==> src/rtl/uart_cmd_parser.sv <==
// uart_cmd_parser: turns UART byte frames into device commands and replies with status, data.
// Frame is code, addr; with UART_CMD_CHECKSUM_EN defined a third byte (code ^ addr) follows.
// Reply is always two bytes: status (00 ok, FF bad command, EE no response, FC bad checksum)
// followed by data.
module uart_cmd_parser #(
  parameter int unsigned CLKS_PER_BIT       = 5208,
  parameter int unsigned FRAME_TIMEOUT_BITS = 100,
  parameter int unsigned RSP_TIMEOUT_CLKS   = 1000000
) (
  input  logic       i_Clock,
  input  logic       i_Reset,
  input  logic       i_Rx_DV,
  input  logic [7:0] i_Rx_Byte,
  output logic       o_Cmd_Valid,
  output logic [7:0] o_Cmd_Code,
  output logic [7:0] o_Cmd_Addr,
  input  logic       i_Rsp_Valid,
  input  logic [7:0] i_Rsp_Data,
  output logic       o_Tx_DV,
  output logic [7:0] o_Tx_Byte,
  input  logic       i_Tx_Done,
  output logic       o_Overrun
);

  localparam int unsigned FrameTimeoutClks = CLKS_PER_BIT * FRAME_TIMEOUT_BITS;
  localparam int unsigned FrameCntW        = $clog2(FrameTimeoutClks + 1);
  localparam int unsigned RspCntW          = $clog2(RSP_TIMEOUT_CLKS + 1);
  localparam logic [FrameCntW-1:0] FrameCntLast = FrameCntW'(FrameTimeoutClks - 1);
  localparam logic [RspCntW-1:0]   RspCntLast   = RspCntW'(RSP_TIMEOUT_CLKS - 1);

  localparam logic [7:0] StatusOk      = 8'h00;
  localparam logic [7:0] StatusBadCmd  = 8'hFF;
  localparam logic [7:0] StatusTimeout = 8'hEE;
`ifdef UART_CMD_CHECKSUM_EN
  localparam logic [7:0] StatusBadChk  = 8'hFC;
`endif

  typedef enum logic [3:0] {
    StIdle,
    StGetAddr,
`ifdef UART_CMD_CHECKSUM_EN
    StGetChk,
`endif
    StIssue,
    StWaitRsp,
    StTxStat,
    StWaitTx0,
    StTxData,
    StWaitTx1
  } state_e;

  state_e               state_q, state_d;
  logic [7:0]           code_q, code_d;
  logic [7:0]           addr_q, addr_d;
  logic [7:0]           status_q, status_d;
  logic [7:0]           data_q, data_d;
  logic [FrameCntW-1:0] frame_cnt_q, frame_cnt_d;
  logic [RspCntW-1:0]   rsp_cnt_q, rsp_cnt_d;

  function automatic logic cmd_ok(input logic [7:0] code, input logic [7:0] addr);
    return (code >= 8'h01) && (code <= 8'h07) && (addr <= 8'h1F);
  endfunction

  // Next-state, latches and overrun detect; counters default to zero so they clear on exit.
  always_comb begin
    state_d     = state_q;
    code_d      = code_q;
    addr_d      = addr_q;
    status_d    = status_q;
    data_d      = data_q;
    frame_cnt_d = '0;
    rsp_cnt_d   = '0;
    o_Overrun   = i_Rx_DV;

    unique case (state_q)
      StIdle: begin
        o_Overrun = 1'b0;
        if (i_Rx_DV) begin
          code_d  = i_Rx_Byte;
          state_d = StGetAddr;
        end
      end

      StGetAddr: begin
        o_Overrun = 1'b0;
        if (i_Rx_DV) begin
          addr_d = i_Rx_Byte;
`ifdef UART_CMD_CHECKSUM_EN
          state_d = StGetChk;
`else
          if (cmd_ok(code_q, i_Rx_Byte)) begin
            state_d = StIssue;
          end else begin
            status_d = StatusBadCmd;
            data_d   = 8'h00;
            state_d  = StTxStat;
          end
`endif
        end else if (frame_cnt_q == FrameCntLast) begin
          state_d = StIdle;
        end else begin
          frame_cnt_d = frame_cnt_q + 1'b1;
        end
      end

`ifdef UART_CMD_CHECKSUM_EN
      StGetChk: begin
        o_Overrun = 1'b0;
        if (i_Rx_DV) begin
          if (i_Rx_Byte != (code_q ^ addr_q)) begin
            status_d = StatusBadChk;
            data_d   = 8'h00;
            state_d  = StTxStat;
          end else if (cmd_ok(code_q, addr_q)) begin
            state_d = StIssue;
          end else begin
            status_d = StatusBadCmd;
            data_d   = 8'h00;
            state_d  = StTxStat;
          end
        end else if (frame_cnt_q == FrameCntLast) begin
          state_d = StIdle;
        end else begin
          frame_cnt_d = frame_cnt_q + 1'b1;
        end
      end
`endif

      StIssue: state_d = StWaitRsp;

      StWaitRsp: begin
        // A response landing on the timeout cycle still wins.
        if (i_Rsp_Valid) begin
          status_d = StatusOk;
          data_d   = i_Rsp_Data;
          state_d  = StTxStat;
        end else if (rsp_cnt_q == RspCntLast) begin
          status_d = StatusTimeout;
          data_d   = 8'h00;
          state_d  = StTxStat;
        end else begin
          rsp_cnt_d = rsp_cnt_q + 1'b1;
        end
      end

      StTxStat: state_d = StWaitTx0;

      StWaitTx0: if (i_Tx_Done) state_d = StTxData;

      StTxData: state_d = StWaitTx1;

      StWaitTx1: if (i_Tx_Done) state_d = StIdle;

      default: state_d = StIdle;
    endcase
  end

  // State and latch registers with synchronous reset.
  always_ff @(posedge i_Clock) begin
    if (i_Reset) begin
      state_q     <= StIdle;
      code_q      <= 8'h00;
      addr_q      <= 8'h00;
      status_q    <= 8'h00;
      data_q      <= 8'h00;
      frame_cnt_q <= '0;
      rsp_cnt_q   <= '0;
    end else begin
      state_q     <= state_d;
      code_q      <= code_d;
      addr_q      <= addr_d;
      status_q    <= status_d;
      data_q      <= data_d;
      frame_cnt_q <= frame_cnt_d;
      rsp_cnt_q   <= rsp_cnt_d;
    end
  end

  assign o_Cmd_Valid = (state_q == StIssue);
  assign o_Cmd_Code  = code_q;
  assign o_Cmd_Addr  = addr_q;
  assign o_Tx_DV     = (state_q == StTxStat) || (state_q == StTxData);
  // Byte select follows the state so it stays put until the matching i_Tx_Done.
  assign o_Tx_Byte   = ((state_q == StTxData) || (state_q == StWaitTx1)) ? data_q : status_q;

endmodule

==> config.mk <==
export PLATFORM = sky130hd
export DESIGN_NAME = uart_cmd_parser
export DESIGN_NICKNAME = d
export VERILOG_FILES = /design/src/rtl/uart_cmd_parser.sv
export SDC_FILE = /design/constraint.sdc
export NUM_CORES = 1
export LEC_CHECK = 0
export ABC_AREA = 1
export BUFFER_PORTS_ARGS = -buffer_cell sky130_fd_sc_hd__clkbuf_2
export CAP_MARGIN = 20
export CORE_UTILIZATION = 55
export CTS_BUF_LIST = sky130_fd_sc_hd__clkbuf_16
export CTS_CLUSTER_SIZE = 20
export DETAILED_ROUTE_END_ITERATION = 8
export GPL_ROUTABILITY_DRIVEN = 0
export GPL_TIMING_DRIVEN = 0
export PLACE_DENSITY = 0.77
export SETUP_SLACK_MARGIN = 0.2
export SYNTH_ARGS = -nofsm -noshare
export SYNTH_HDL_FRONTEND = slang
export SYNTH_SLANG_ARGS = --single-unit
==> constraint.sdc <==
create_clock -name i_Clock -period 2.01 [get_ports i_Clock]
set_input_delay 0.3015 -clock i_Clock [delete_from_list [all_inputs] [get_ports i_Clock]]
set_output_delay 0.3015 -clock i_Clock [all_outputs]
set_load 0.02 [all_outputs]
# == Word level (Yosys, flattened, before mapping) ==
# Index checks and enable logic that the tools add are counted.
# word_totals
reg_bits,75
wordCells,64
output_inout_bits,27
# classes
mux,21
n_bitwise,2
reduce_logical,13
order_cmp,3
n_eq_ne,16
add_sub_neg,2
# op_table
op,n
$mux W8,9
$pmux W4 S8,1
$pmux W8 S2,2
$mux W4,7
$add A20 B1 Y20 const B,1
$eq A20 B20 Y1 const B,1
$add A19 B1 Y19 const B,1
$eq A19 B19 Y1 const B,1
$eq A4 B3 Y1 const B,4
$ne A2 B2 Y1 const B,5
$eq A4 B2 Y1 const B,2
$ge A8 B1 Y1 const B,1
$le A8 B3 Y1 const B,1
$le A8 B5 Y1 const B,1
$reduce_or A4 Y1,2
$ne A3 B3 Y1 const B,2
$reduce_and A5 Y1,1
$eq A4 B1 Y1 const B,1
$logic_not A4 Y1,1
$reduce_and A2 Y1,2
$reduce_and A4 Y1,1
$mux W3,1
$logic_and A1 B1 Y1,2
$logic_or A1 B1 Y1,2
other kinds (4),5

# == Logic depth before layout (Yosys ltp) ==
# Gate-level depths: netlist of run 1.
# depth
ltp_word,6
depth_mapped,11

# == Least setup slack after synthesis of run 1 ==
# OpenSTA, ideal clock, no wires.
# synth_path
path_kind,reg-to-output
from,register state_q[2]
to,output port o_Tx_Byte[0]
stages_incl_launch_ff,5
setup_slack_ns,0.448
arrival_ns,1.260
path_cell_list,dfxtp_1 > inv_2 > a21oi_1 > inv_1 > o21ai_0
# synth_via
elab_chain_len,3
word_cells_on_any_way,4
cone_classes,eq/ne (2); mux (1); reduce/logical (1)
# synth_rtl
element,line,text
start: declaration,52,"state_e state_q, state_d;"
start signal: assignment,161,state_q <= StIdle;
start signal: assignment,169,state_q <= state_d;
$eq A4 B3 Y1,184,assign o_Tx_Byte = ((state_q == StTxData) || (state_q == StWaitTx1)) ? data_q : status_q;
$logic_or A1 B1 Y1 (*),184,
$mux W8 (*),184,
end: declaration,20,"output logic [7:0] o_Tx_Byte,"
# Mark *: on every way between the ends. The rest lies on a longest branch, timed or not.

# == Final worst setup path of run 1 ==
# layout_path
from,register state_q[1]
to,output port o_Tx_Byte[5]
# The elaborated chain is that of the path after synthesis.

==> impl_metrics.toml, run 1 <==
[synthesis]
synth_top_area_share_pct = 40.16
synth_ff_type = "dfxtp_1"
yosysTopAreaCell = "dfxtp_1"
yosys.area_share.simple_pct = 37.47
yosys_warnings = 0
synth_top_family_by_area = "simple AND/OR/NAND/NOR gates"
ys_seq_area_share_pct = 40.16
yosysUniqueCellTypes = 37
synth.cell_area_sq_mm = 0.003390
netlist_top_cells_area = "dfxtp_1 40%, nand2_1 9.6%, nor2_1 8.9%, inv_1 5.6%, a21oi_1 4.3%"
syn_inst = 472
async_flop_share_pct = 0
synth_xor_area_share_pct = 4.134
synth-seq-cells = 68
yosysMostFrequentCell = "nand2_1"
synthTopCellsByCount = "87 x nand2_1, 80 x nor2_1, 68 x dfxtp_1"
syn_nets = 495
muxShareOfSynthArea_pct = 0
yosys.area_share.adder_pct = 0.7383
synth_compound_area_share_pct = 8.749
syn_area_per_cell_sq_um = 7.181
synth_edf_count = 0

[worst_setup_path]
critPathKind = "reg2out"
worstPathRequired_ns = 1.71
cpPeakStageDelay_ns = 0.32
path_buf_inv = 3
worstPathMaxFanout = 5
crit_family = "buffers and inverters"
arrival_ns = 1.51
cp_num_cells = 6
crit_chain = "buf_6, nand2_4, a21oi_4, clkinvlp_4, o21ai_1, clkbuf_4"
crit_slowest_cell = "dfxtp_2"
start_kind = "flop"
worstSetupEndpointType = "output port"
r2r_cells = 10

[final_layout]
fillCellCount = 491
final_nets = 561
final_area_sq_mm = 0.004178
area_delta_synth_final_pct = 23.26
drive_above_1_share_pct = 25.41
antenna_cells = 0

[timing]
slew_headroom_pct = 70.78
fin_skew_ns = 0.006144
worst-slew-pin-transition_ns = 0.4383
setup_viol = 0
hold_viol = 0
slew_viol_final = 0
fmax_mhz = 550.6
finalCritPeriodShare_pct = 90.36
period_needed_ns = 1.816
rsz0062_at_grt = "yes"
setup-tns-final_ns = 0

[cts]
clock_path_buffers = 2
clk_latency_ns = 0.33
clock-sinks = 68
cts_tree = "built"
clock_tree.root_cell = "clkbuf_16"
cts_buffers = 9
h-tree-depth = 3
clkTransAtPathRegs_ns = 0.06

[die]
row_count = 28
die_x_um = 80.51
fp.dieH_um = 80.51
initial_core_util_pct = 57.25
die_area_sq_mm = 0.006481
core_sq_mm = 0.005921
pin_count = 48

[status]
status = "finished clean"

[grt]
grt_pass1_vias = 2830
grt_max_degree = 13
grt-ovfl-total = 0
track_usage_pct = 24.17
grt_pass1_wl_um = 12210
antenna_found_initial = 0

[routing]
wl_per_cell_um = 12.06
via_per_inst = 5.191
routed_wl_um = 7455
antenna_left = 0
first_iter_violations = 100
vias = 3208
drc = 0
first_pass_iters = 4

[pwr]
total_power_mw = 4.633
p_per_area_mw_per_mm2 = 1109
vdd_ir_drop_max_v = 0.0008710
leakagePower_nw = 1.611

[job]
cap_violations = 0

[placed_design]
hpwl_um = 5125
io_buffers = 46
place_area_sq_mm = 0.003714

[worst_hold_path]
hold_path_class = "in2reg"
worst_hold_path.num_cells = 3
-- worst min-delay path, delay by kind of cell --
family / cells / cell delay, ns
AND/OR/NAND/NOR: 1 / 0.07
AO/OA/AOI/OAI: 1 / 0.06
buffers and inverters: 1 / 0.09
-- cell usage in the layout (no fill, tap or decap), types with 3 or more instances in the layout --
| cell | n |
|---|---|
| nand2_1 | 84 |
| nor2_1 | 79 |
| dfxtp_1 | 63 |
| inv_1 | 50 |
| clkbuf_2 | 39 |
| a21oi_1 | 28 |
| nand3_1 | 25 |
| o21ai_0 | 20 |
| nand4_1 | 14 |
| nor2_2 | 12 |
| xor2_1 | 11 |
| nor2_4 | 10 |
| buf_4 | 10 |
| clkbuf_16 | 9 |
| nand2_2 | 8 |
| inv_2 | 7 |
| o21ai_1 | 6 |
| nor3_1 | 6 |
| buf_2 | 5 |
| xnor2_1 | 5 |
| nand2_4 | 4 |
| nand3_2 | 4 |
| buf_6 | 3 |
| clkinv_2 | 3 |
| dfxtp_2 | 3 |
-- what timing repair did --
action                                  4_1_cts  5_1_grt
pin swaps                                     3        4
gates resized for setup                      26       16
hold buffers                                  0        0
endpoints found under the setup margin        8       16
buffers inserted                              4        4
cloned                                        1        0
-- state kept, by name, summed over array words and instances, names as in the netlist --
name         cells
rsp_cnt_q       20
data_q           8
frame_cnt_q     19
status_q         2
o_Cmd_Code       8
state_q          3
o_Cmd_Addr       8
-- power breakdown --
group | switching (mW) | leakage (nW) | internal (mW)
registers | 0.116 | 0.554 | 1.54
logic | 0.907 | 0.910 | 0.520
clock network | 0.592 | 0.147 | 0.955
-- routing by layer --
metal | share of wire, % | up-vias | global-route usage, %
li1 | - | 1650 | -
met5 | 0 | - | 0
met2 | 48 | 47 | 39.75
met1 | 46 | 1499 | 29.56
met4 | 1.4 | 0 | 11.25
met3 | 3.7 | 12 | 5.682
-- final timing paths --
kind                   endpoint         start  slack [ns]
setup / recovery   o_Tx_Byte[5]    state_q[1]        0.19
hold / removal    o_Cmd_Code[5]  i_Rx_Byte[5]        0.24
setup reg to reg   rsp_cnt_q[5]  rsp_cnt_q[0]        0.26
hold reg to reg    rsp_cnt_q[0]  rsp_cnt_q[0]        0.42
-- logic make-up after synthesis --
| family | Yosys count |
|---|---|
| compound gates | 58 |
| xor+xnor | 16 |
| fa+ha+maj | 2 |
| buf+inv | 68 |
| flops | 68 |
| simple gates | 260 |
-- layout make-up --
type | instances | area, sq um | area share [%]
buffer | 9 | 76.32 | 1.827
clock buffer | 9 | 225.2 | 5.391
clock inverter | 7 | 66.31 | 1.587
inverter | 59 | 226.5 | 5.421
multi-input combinational | 336 | 1794 | 42.95
sequential | 68 | 1373 | 32.85
tap | 75 | 93.84 | 2.246
timing repair buffer | 54 | 315.3 | 7.547
timing repair inverter | 1 | 7.507 | 0.1797
-- per-stage QoR --
stage | utilization (%) | std cells | worst slack (ns) | hold WS [ns]
floorplan | - | 472 | 0.4483 | 0.4130
global placement | 62.72 | 593 | 0.2867 | 0.4309
detailed placement | 62.72 | 593 | 0.2767 | 0.4367
CTS | 69.23 | 614 | 0.2004 | 0.2386
global route | 70.56 | 618 | 0.08980 | 0.2541
finish | 70.56 | 618 | 0.1938 | 0.2429
(Power assumes the default switching activity.)
==> run 2, diff against run 1 <==
SETUP_SLACK_MARGIN = 0.4   (was 0.2)
==> impl_metrics.toml, run 2 (synthesis gave the netlist of run 1 again) <==
[timing]
slew_headroom_pct = 70.31
rsz0062_at_grt = "yes"
setup_viol = 0
worst-slew-pin-transition_ns = 0.4454
period_needed_ns = 1.865
fin_skew_ns = 0.005697
slew_viol_final = 0
setup-tns-final_ns = 0
hold_viol = 0
finalCritPeriodShare_pct = 92.79
fmax_mhz = 536.2

[status]
status = "finished clean"

[die]
die_area_sq_mm = 0.006481
pin_count = 48
core_sq_mm = 0.005921
row_count = 28
initial_core_util_pct = 57.25
fp.dieH_um = 80.51
die_x_um = 80.51

[routing]
antenna_left = 0
vias = 3409
drc = 0
first_iter_violations = 167
routed_wl_um = 8688
first_pass_iters = 5
wl_per_cell_um = 13.68
via_per_inst = 5.369

[final_layout]
utilization_pct = 75.82
area_delta_synth_final_pct = 32.45
antenna_cells = 0
layout_common_cells = "82 x nand2_1, 77 x nor2_1, 58 x dfxtp_1"
top_regs = "rsp_cnt_q: 20 flops, frame_cnt_q: 19 flops"
drive_above_1_share_pct = 30.54
instances_no_fill = 635
largest_register = "rsp_cnt_q"
final_area_sq_mm = 0.004489
largest_reg_flops = 20
final_nets = 578
final_common_cell = "nand2_1"

[cts]
ctsHoldBuffers = 0
clock_tree.root_cell = "clkbuf_16"
clkTransAtPathRegs_ns = 0.06
cts_tree = "built"
cts_buffers = 9
clock-sinks = 68
clk_latency_ns = 0.33
h-tree-depth = 3
clock_path_buffers = 2

[grt]
grt_max_degree = 13
grt_pass1_vias = 2967
busiest_layer = "met2"
track_usage_pct = 25.18
grt_pass1_wl_um = 12740
met2_usage_pct = 42.71
antenna_found_initial = 0
grt-ovfl-total = 0
met1_usage_pct = 29.79
met3_usage_pct = 5.795

[worst_setup_path]
cpPeakStageDelay_ns = 0.37
crit_chain = "inv_4, nand2_4, a21oi_4, clkinvlp_4, nand2_2, o21ai_1, buf_4"
worstPathRequired_ns = 1.71
critPathKind = "reg2out"
worstPathMaxFanout = 5
crit_slowest_cell = "dfxtp_4"
start_kind = "flop"
worstSetupEndpointType = "output port"
arrival_ns = 1.56

[pwr]
total_power_mw = 4.880
p_comb_share_pct = 34.1
p_per_area_mw_per_mm2 = 1087
power.internal_mw = 3.142
leakagePower_nw = 1.760
p_sw_share_pct = 35.61
vdd_ir_drop_max_v = 0.0009119
p_sw_mw = 1.738
clkPwrFrac_pct = 31.8
sequentialPowerShare_pct = 34.1

[placed_design]
place_inst = 593
hpwl_um = 5125
place_area_sq_mm = 0.003714
io_buffers = 46

[job]
cap_violations = 0

[worst_hold_path]
hold_path_class = "in2reg"
## run 2: changes by cell type in the layout (fill, tap and decap cells not counted), moves of 4 or more
| cell | before | now |
|---|---|---|
| buf_4 | 10 | 20 |
| nor2_4 | 10 | 16 |
| dfxtp_1 | 63 | 58 |
| inv_2 | 7 | 3 |
| nand2_4 | 4 | 8 |
| nor2_2 | 12 | 8 |
## run 2: power groups by stage
| stage | Combinational [mW] | Clock [mW] | Sequential, mW |
|---|---|---|---|
| after floorplan | 0.874 | 0 | 1.73 |
| after global placement | 1.25 | 0 | 1.66 |
| after detailed placement | 1.27 | 0 | 1.67 |
| after CTS | 1.41 | 1.56 | 1.66 |
| after global routing | 1.82 | 1.62 | 1.68 |
| final | 1.67 | 1.55 | 1.66 |
## run 2: final cells by class
| type | instances | area [sq um] |
|---|---|---|
| Clock inverter | 7 | 66.31 |
| Buffer | 9 | 76.32 |
| Timing Repair inverter | 2 | 12.51 |
| Sequential cell | 68 | 1384 |
| Timing Repair Buffer | 68 | 456.7 |
| Fill cell | 424 | 1431 |
| Tap cell | 75 | 93.84 |
| Clock buffer | 9 | 225.2 |
| Inverter | 59 | 239.0 |
| Multi-Input combinational cell | 338 | 1936 |
## run 2: timing repair
item,CTS,global route
endpoints found under the hold margin,0,0
setup buffers,9,12
endpoints found under the setup margin,43,52
gates cloned,1,4
pin swaps,8,14
resized for setup,40,45
## run 2: final timing paths
path                     start              end  slack [ns]  depth (start not counted)
hold reg to reg   rsp_cnt_q[0]     rsp_cnt_q[0]        0.44                          1
setup reg to reg    state_q[0]  frame_cnt_q[15]        0.28                         10
hold / removal    i_Rx_Byte[5]    o_Cmd_Code[5]        0.24                          3
setup / recovery    state_q[0]     o_Tx_Byte[4]        0.15                          7
## run 2: layer usage
| layer | share of wire (%) | routed length, um | vias up |
|---|---|---|---|
| met4 | 2.3 | 204 | 0 |
| li1 | - | - | 1686 |
| met2 | 51 | 4430 | 117 |
| met5 | 0 | 0 | - |
| met1 | 41 | 3568 | 1583 |
| met3 | 5.6 | 484 | 23 |
## run 2: per-stage QoR
step	worst slack, ns	hold slack (ns)
2_1_floorplan	0.4483	0.4130
3_3_place_gp	0.2867	0.4309
3_5_place_dp	0.2767	0.4367
4_1_cts	0.2025	0.2386
5_1_grt	0.06483	0.2588
6_report	0.1450	0.2406
## run 2: critical path: cells and delay by family, from the launching register on
| kind | cells | cell delay (ns) |
|---|---|---|
| compound gates | 2 | 0.28 |
| flops | 1 | 0.37 |
| buf+inv | 3 | 0.42 |
| simple gates | 2 | 0.18 |
